File: config.mk
export PLATFORM = sky130hd
export DESIGN_NAME = lc3b_control
export DESIGN_NICKNAME = d
export VERILOG_FILES = /design/src/rtl/lc3b_types.sv /design/src/rtl/lc3b_control.sv
export SDC_FILE = /design/constraint.sdc
export NUM_CORES = 1
export LEC_CHECK = 0
export CORE_AREA = 4 4 45 47
export DETAILED_ROUTE_END_ITERATION = 8
export DIE_AREA = 0 0 49 51
export GPL_TIMING_DRIVEN = 0
export PLACE_DENSITY = 0.73
export SYNTH_ARGS = -nofsm -noshare
export SYNTH_HDL_FRONTEND = slang
export SYNTH_SLANG_ARGS = --single-unit
export TNS_END_PERCENT = 10
File: constraint.sdc
create_clock -name clk -period 1.3 [get_ports clk]
set_input_delay 0.26 -clock clk [delete_from_list [all_inputs] [get_ports clk]]
set_output_delay 0.26 -clock clk [all_outputs]
set_load 0.1 [all_outputs]
File: src/rtl/lc3b_types.sv
// Shared LC-3b encodings for opcodes and ALU operations.
// Imported by the control FSM and the datapath.
package lc3b_types;

  typedef enum logic [3:0] {
    op_br  = 4'b0000,
    op_add = 4'b0001,
    op_and = 4'b0101,
    op_ldr = 4'b0110,
    op_str = 4'b0111,
    op_not = 4'b1001
  } lc3b_opcode;

  typedef enum logic [1:0] {
    alu_add,
    alu_and,
    alu_not,
    alu_pass
  } lc3b_aluop;

endpackage

File: src/rtl/lc3b_control.sv
// LC-3b multi-cycle Moore control FSM.
// Drives datapath enables, mux selects, ALU op and memory strobes.
module lc3b_control
  import lc3b_types::*;
(
  input  logic       clk,
  input  logic       reset_n,
  input  logic [3:0] opcode,
  input  logic       branch_enable,
  input  logic       mem_resp,
  output logic       load_pc,
  output logic       load_ir,
  output logic       load_regfile,
  output logic       load_mar,
  output logic       load_mdr,
  output logic       load_cc,
  output logic       pcmux_sel,
  output logic       storemux_sel,
  output logic       alumux_sel,
  output logic       regfilemux_sel,
  output logic       marmux_sel,
  output logic       mdrmux_sel,
  output logic [1:0] aluop,
  output logic       mem_read,
  output logic       mem_write,
  output logic [1:0] mem_byte_enable
);

  typedef enum logic [3:0] {
    s_fetch1,
    s_fetch2,
    s_fetch3,
    s_decode,
    s_add,
    s_and,
    s_not,
    s_br,
    s_br_taken,
    s_calc_addr,
    s_ldr1,
    s_ldr2,
    s_str1,
    s_str2
  } state_t;

  state_t     r_state;
  state_t     w_next;
  lc3b_opcode w_op;

  assign w_op = lc3b_opcode'(opcode);

  always_ff @(posedge clk) begin
    if (!reset_n) r_state <= s_fetch1;
    else          r_state <= w_next;
  end

  always_comb begin
    load_pc         = 1'b0;
    load_ir         = 1'b0;
    load_regfile    = 1'b0;
    load_mar        = 1'b0;
    load_mdr        = 1'b0;
    load_cc         = 1'b0;
    pcmux_sel       = 1'b0;
    storemux_sel    = 1'b0;
    alumux_sel      = 1'b0;
    regfilemux_sel  = 1'b0;
    marmux_sel      = 1'b0;
    mdrmux_sel      = 1'b0;
    aluop           = alu_add;
    mem_read        = 1'b0;
    mem_write       = 1'b0;
    mem_byte_enable = 2'b11;
    unique case (r_state)
      s_fetch1: begin
        marmux_sel = 1'b1;
        load_mar   = 1'b1;
        load_pc    = 1'b1;
      end
      s_fetch2, s_ldr1: begin
        mem_read   = 1'b1;
        mdrmux_sel = 1'b1;
        load_mdr   = 1'b1;
      end
      s_fetch3: load_ir = 1'b1;
      s_add, s_and, s_not: begin
        load_regfile = 1'b1;
        load_cc      = 1'b1;
        if (r_state == s_and)      aluop = alu_and;
        else if (r_state == s_not) aluop = alu_not;
      end
      s_br_taken: begin
        pcmux_sel = 1'b1;
        load_pc   = 1'b1;
      end
      s_calc_addr: begin
        alumux_sel = 1'b1;
        load_mar   = 1'b1;
      end
      s_ldr2: begin
        regfilemux_sel = 1'b1;
        load_regfile   = 1'b1;
        load_cc        = 1'b1;
      end
      s_str1: begin
        storemux_sel = 1'b1;
        aluop        = alu_pass;
        load_mdr     = 1'b1;
      end
      s_str2: mem_write = 1'b1;
      default: ;
    endcase
    // Reset must silence every side effect, even mid-transaction.
    if (!reset_n) begin
      load_pc      = 1'b0;
      load_ir      = 1'b0;
      load_regfile = 1'b0;
      load_mar     = 1'b0;
      load_mdr     = 1'b0;
      load_cc      = 1'b0;
      mem_read     = 1'b0;
      mem_write    = 1'b0;
    end
  end

  always_comb begin
    w_next = s_fetch1;
    unique case (r_state)
      s_fetch1: w_next = s_fetch2;
      s_fetch2: w_next = mem_resp ? s_fetch3 : s_fetch2;
      s_fetch3: w_next = s_decode;
      s_decode: begin
        case (w_op)
          op_add:  w_next = s_add;
          op_and:  w_next = s_and;
          op_not:  w_next = s_not;
          op_br:   w_next = s_br;
          op_ldr:  w_next = s_calc_addr;
          op_str:  w_next = s_calc_addr;
          default: w_next = s_fetch1;
        endcase
      end
      s_br:        w_next = branch_enable ? s_br_taken : s_fetch1;
      s_calc_addr: w_next = (w_op == op_str) ? s_str1 : s_ldr1;
      s_ldr1:      w_next = mem_resp ? s_ldr2 : s_ldr1;
      s_str1:      w_next = s_str2;
      s_str2:      w_next = mem_resp ? s_fetch1 : s_str2;
      default:     w_next = s_fetch1;
    endcase
  end

endmodule
# [After elaboration in Yosys (flattened, before gate mapping)]
# Cells that the tools add are included.
[word_totals] regBits=4 latchBits=0 mem_bits_rw=0 rom_bits=0 input_bits=8 out_inout_bits=18 elab_cells=57 mem_count=0
[classes] n_addsub=0 n_mul=0 div_mod_pow=0 n_lt_le_gt_ge=0 eq_ne=18 shift=0 muxes=29 bitwise=0 reduce_logical=9
[op_table] operator="$pmux W4 S9" n=1
[op_table] operator="$eq A4 B3 Y1 const B" n=7
[op_table] operator="$eq A4 B4 Y1 const B" n=7
[op_table] operator="$mux W1" n=20
[op_table] operator="$pmux W4 S5" n=1
[op_table] operator="$eq A4 B1 Y1 const B" n=2
[op_table] operator="$eq A4 B2 Y1 const B" n=2
[op_table] operator="$logic_not A4 Y1" n=2
[op_table] operator="$mux W4" n=2
[op_table] operator="$reduce_or A2 Y1" n=4
[op_table] operator="$mux W2" n=3
[op_table] operator="$reduce_or A3 Y1" n=2
[op_table] operator="$pmux W2 S2" n=1
[op_table] operator="$reduce_or A4 Y1" n=1
[op_table] operator="$mux W3" n=1

# [Longest topological paths before layout]
[logic_depth] ltp_word=4 mapped_depth=6 ltp_nobuf=4

# [Least setup slack after synthesis]
# Ideal clock, no wire load.
[synth_path] path_kind="register to output" start="reg r_state[0]" end="out load_mar" arrival_time_ns=4.345 t_required_ns=1.040 slack_ns=-3.305 path_stages_with_launch=4 path_buffers=1 cell_sequence="dfxtp_1 -> buf_4 -> nor4_1 -> o21a_1"
[synth_via] elab_chain_cells=4 word_cells_on_any_way=5 cone_classes="1 x eq/ne; 2 x mux; 2 x reduce/logical"
[synth_lines] element="start: declaration" line_no="lc3b_control.sv:46" source="state_t r_state;"
[synth_lines] element="start signal: assignment" line_no="lc3b_control.sv:53" source="if (!reset_n) r_state <= s_fetch1;"
[synth_lines] element="start signal: assignment" line_no="lc3b_control.sv:54" source="else r_state <= w_next;"
[synth_lines] element="$eq A4 B4 Y1 / $logic_not A4 Y1 (equally long branches)" line_no="lc3b_control.sv:74" source="unique case (r_state)"
[synth_lines] element="$reduce_or A2 Y1 (no source line) (*)"
[synth_lines] element="$mux W1 (*)" line_no="lc3b_control.sv:74"
[synth_lines] element="$mux W1 (*)" line_no="lc3b_control.sv:114" source="if (!reset_n) begin"
[synth_lines] element="end: declaration" line_no="lc3b_control.sv:14" source="output logic load_mar,"
# Mark *: on every way between the ends. The rest lies on a longest branch, timed or not.

# [Worst setup path after layout]
[layout_path] start="reg r_state[0]" end="out load_mdr"
[layout_via] elab_chain_cells=4 word_cells_on_any_way=6 cone_classes="3 x eq/ne; 2 x mux; 1 x reduce/logical"
[layout_lines] element="$eq A4 B4 Y1 / $eq A4 B1 Y1 (equally long branches)" line_no="lc3b_control.sv:74"
[layout_lines] element="$reduce_or A3 Y1 (no source line) (*)"
[layout_lines] element="$mux W1 (*)" line_no="lc3b_control.sv:74"
[layout_lines] element="$mux W1 (*)" line_no="lc3b_control.sv:114"
[layout_lines] element="end: declaration" line_no="lc3b_control.sv:15" source="output logic load_mdr,"
# Marked as above.

==> flow_summary_export.csv <==
group,metric,value,unit
power_and_ir_drop,p_per_area,1820,mW/mm^2
routing,wl,1.79,mm
routing,firstDrtPassIters,4,
timing,slew_violations,0,
power_and_ir_drop,switching_share,56.2,%
power_and_ir_drop,leakagePower,0.430,nW
die,start_util,33.1,%
timing,setup_violations,17,
synthesis,synth_top_flop_cell,"dfxtp_1",
synthesis,synth_warnings,0,
timing,fin_tns_setup,-5530,ps
routing,ant_nets,0,
cells_and_area,syn_to_final_growth,108,%
grt,grt_pass1_vias,614,
cells_and_area,largest_register_ffs,4,
cells_and_area,fin_cells,129,
setup_path,setup.worst_path.end_class,"output pin",
synthesis,synthTopCellsByArea,"dfxtp_1 (15%), a21oi_1 (7.3%), buf_4 (6.9%), o21a_1 (6.9%), nand2b_1 (5.7%)",
setup_path,path_cells,"buf_8 -> and2b_2 -> mux2i_4 -> nor2_4 -> o21a_4 -> buf_12",
power_and_ir_drop,p_sw,1.16,mW
routing,post_drt_via_cell_ratio,5.40,
synthesis,synth_seq_cells,4,
grt,antenna_found_initial,0,
cells_and_area,fin_util,68.8,%
power_and_ir_drop,internal-power,0.906,mW
grt,grt_pass1_wl,2.72,mm
clock_tree,cts_buffer_depth,2,
setup_path,cp_data_arrival_time,1550,ps
die,io-pin-count,26,
flow_run,drv_cap,0,
placement,port_buffers,22,
synthesis,synth_cell_type_count,33,
timing,setup_ws,-506,ps
power_and_ir_drop,seqPwrFrac,10.6,%
timing,rsz0062_at_grt,"true",
timing,finClkSkew,7.52,ps
synthesis,yosysTopAreaCellShare,14.6,%
setup_path,critPathLaunchType,"flip-flop",
hold_path,hold_class,"input port to flip-flop",
placement,dp_cells,119,
cells_and_area,drive_gt1_share,58.0,%
placement,post-place-ws,-1320,ps
power_and_ir_drop,finalPower,2.07,mW
clock_tree,cts-htree-levels,1,
timing,fmax,554,MHz
setup_path,cp_num_buf_inv,2,
synthesis,seq_area_frac_synth,14.6,%
synthesis,synth_area_per_cell,6.92,sq um
setup_path,crit_family,"flip-flops",
routing,via_count,697,
setup_path,cpPeakStageDelay,350,ps
hold_path,hold_depth,3,
grt,grtUsageTotal,13.4,%
die,row_count,15,
setup_path,crit_fanout,7,
power_and_ir_drop,pwr-share-comb,82.2,%
timing,fin_crit,1810,ps
setup_path,ff2ff_path_depth,6,
clock_tree,clock-sinks,4,
timing,hold_viol_final,0,
power_and_ir_drop,ir_drop,0.000967,V
die,core_area,0.00165,sq mm
clock_tree,clkTransAtPathRegs,40,ps
placement,gp_congestion,0.795,
synthesis,synth_async_sr_flop_share,0,%
routing,wl_per_cell,13.9,microns
outcome,status,"finished, violations left",
setup_path,worstSetupPathType,"flip-flop to output pin",
setup_path,required,1040,ps
clock_tree,numCtsBuffers,3,
routing,route.detailed.drc,0,
cells_and_area,nets,122,
cells_and_area,insertedDiodeCount,0,
synthesis,synth_area,547,sq um
placement,place_hpwl,1.26,mm
cells_and_area,largest_register,"r_state",
synthesis,synth_top_area_cell,"dfxtp_1",
cells_and_area,reg_top3,"r_state: 4 flops",
die,die_height,51,microns
setup_path,path_depth,6,
outcome,violations,"setup timing",
timing,period_share,139,%
clock_tree,clock-root-buffer,"clkbuf_4",
die,die_w,49,microns
synthesis,synthCells,79,
routing,drt_iter0_markers,12,
synthesis,synth_edf_count,0,
power_and_ir_drop,clock_power_share,7.2,%
clock_tree,clock_latency,230,ps
setup_path,slowest_stage,"dfxtp_4",
clock_tree,cts_tree,"done",
clock_tree,holdBufCountCts,0,
grt,grt_max_degree,11,
die,die_area,0.00250,sq mm
grt,grt.overflow.total,0,
Yosys cell counts (2+ instances only):
| library cell | number |
|---|---|
| a31oi_1 | 3 |
| nand2b_1 | 5 |
| buf_2 | 3 |
| nor3b_1 | 2 |
| xor2_1 | 2 |
| o21ai_0 | 2 |
| nor4_1 | 2 |
| o21a_1 | 5 |
| a21oi_1 | 8 |
| nor2_1 | 6 |
| buf_4 | 5 |
| nor3_1 | 3 |
| dfxtp_1 | 4 |
| nor2b_1 | 4 |
| nand2_1 | 7 |
logic make-up (layout without fill, tap and decap cells):
logic type	Yosys count	in the layout	share of synthesized area [%]
and+or+nand+nor	39	39	41.6
AOI/OAI and AO/OA	22	22	26.1
buffers and inverters	9	41	10.3
DFF	4	4	14.6
xor gates and xnor gates	3	3	4.81
other	1	2	0.686
muxes	1	1	1.83
area by class of cell:
class | instances | area, sq um
multi-input cells | 67 | 558
fillers | 134 | 515
repair buffers | 29 | 350
flip-flops and latches | 4 | 92.6
plain buffers | 8 | 87.6
clock buffers | 3 | 22.5
well taps | 17 | 21.3
inverters | 1 | 3.75
per-layer routing:
metal  wire (microns)  part of all wire, %  vias to the layer above  GRT usage, %
li1                 -                    -                      344             -
met1              698                   39                      324          14.3
met2              951                   53                       27          26.3
met3              124                  6.9                        2          3.21
met4               14                 0.78                        0          2.69
met5                0                    0                        -             0
worst paths after layout:
kind,end,startpoint,slack [ps]
max,load_mdr,r_state[0],-510
min,r_state[2],reset_n,430
max reg2reg,r_state[1],r_state[0],-110
min reg2reg,r_state[2],r_state[2],640
worst register-to-register path: cells and delay by family (launching register included):
| kind | cells | cell delay, ps |
|---|---|---|
| AO/OA/AOI/OAI | 3 | 430 |
| buffers and inverters | 2 | 280 |
| flip-flops | 1 | 350 |
| AND/OR/NAND/NOR | 1 | 230 |
power by group through the flow:
stage | combinational (mW) | clock (mW) | sequential [mW]
3_5_place_dp | 1.41 | 0 | 0.208
3_3_place_gp | 1.40 | 0 | 0.208
2_1_floorplan | 1.17 | 0 | 0.195
6_report | 1.70 | 0.149 | 0.220
5_1_grt | 1.77 | 0.166 | 0.228
4_1_cts | 1.66 | 0.152 | 0.217
through the flow:
stage | instance area, sq um | hold slack (ps)
CTS | 1100 | 426
finish | 1140 | 432
detailed placement | 932 | 653
global placement | 932 | 651
global route | 1140 | 459
floorplan | 691 | 459
cell usage in the layout, fill, tap and decap left out, types with 3 or more instances in the layout:
cell type,synthesis,routed
clkbuf_4,0,3
buf_4,5,13
nand2b_1,5,4
buf_12,0,8
o21a_1,5,3
a31oi_1,3,3
dfxtp_4,0,3
nand2_1,7,5
a21oi_1,8,6
clkdlybuf4s50_1,0,6
buf_6,0,8
nor2_1,6,3
nor3_2,1,3
what timing repair did:
item	4_1_cts	5_1_grt
buffers inserted	5	2
gates cloned	0	0
resized for setup	135	8
setup endpoints to repair	19	20
pin swaps	3	3
(Power assumes the default switching activity.)
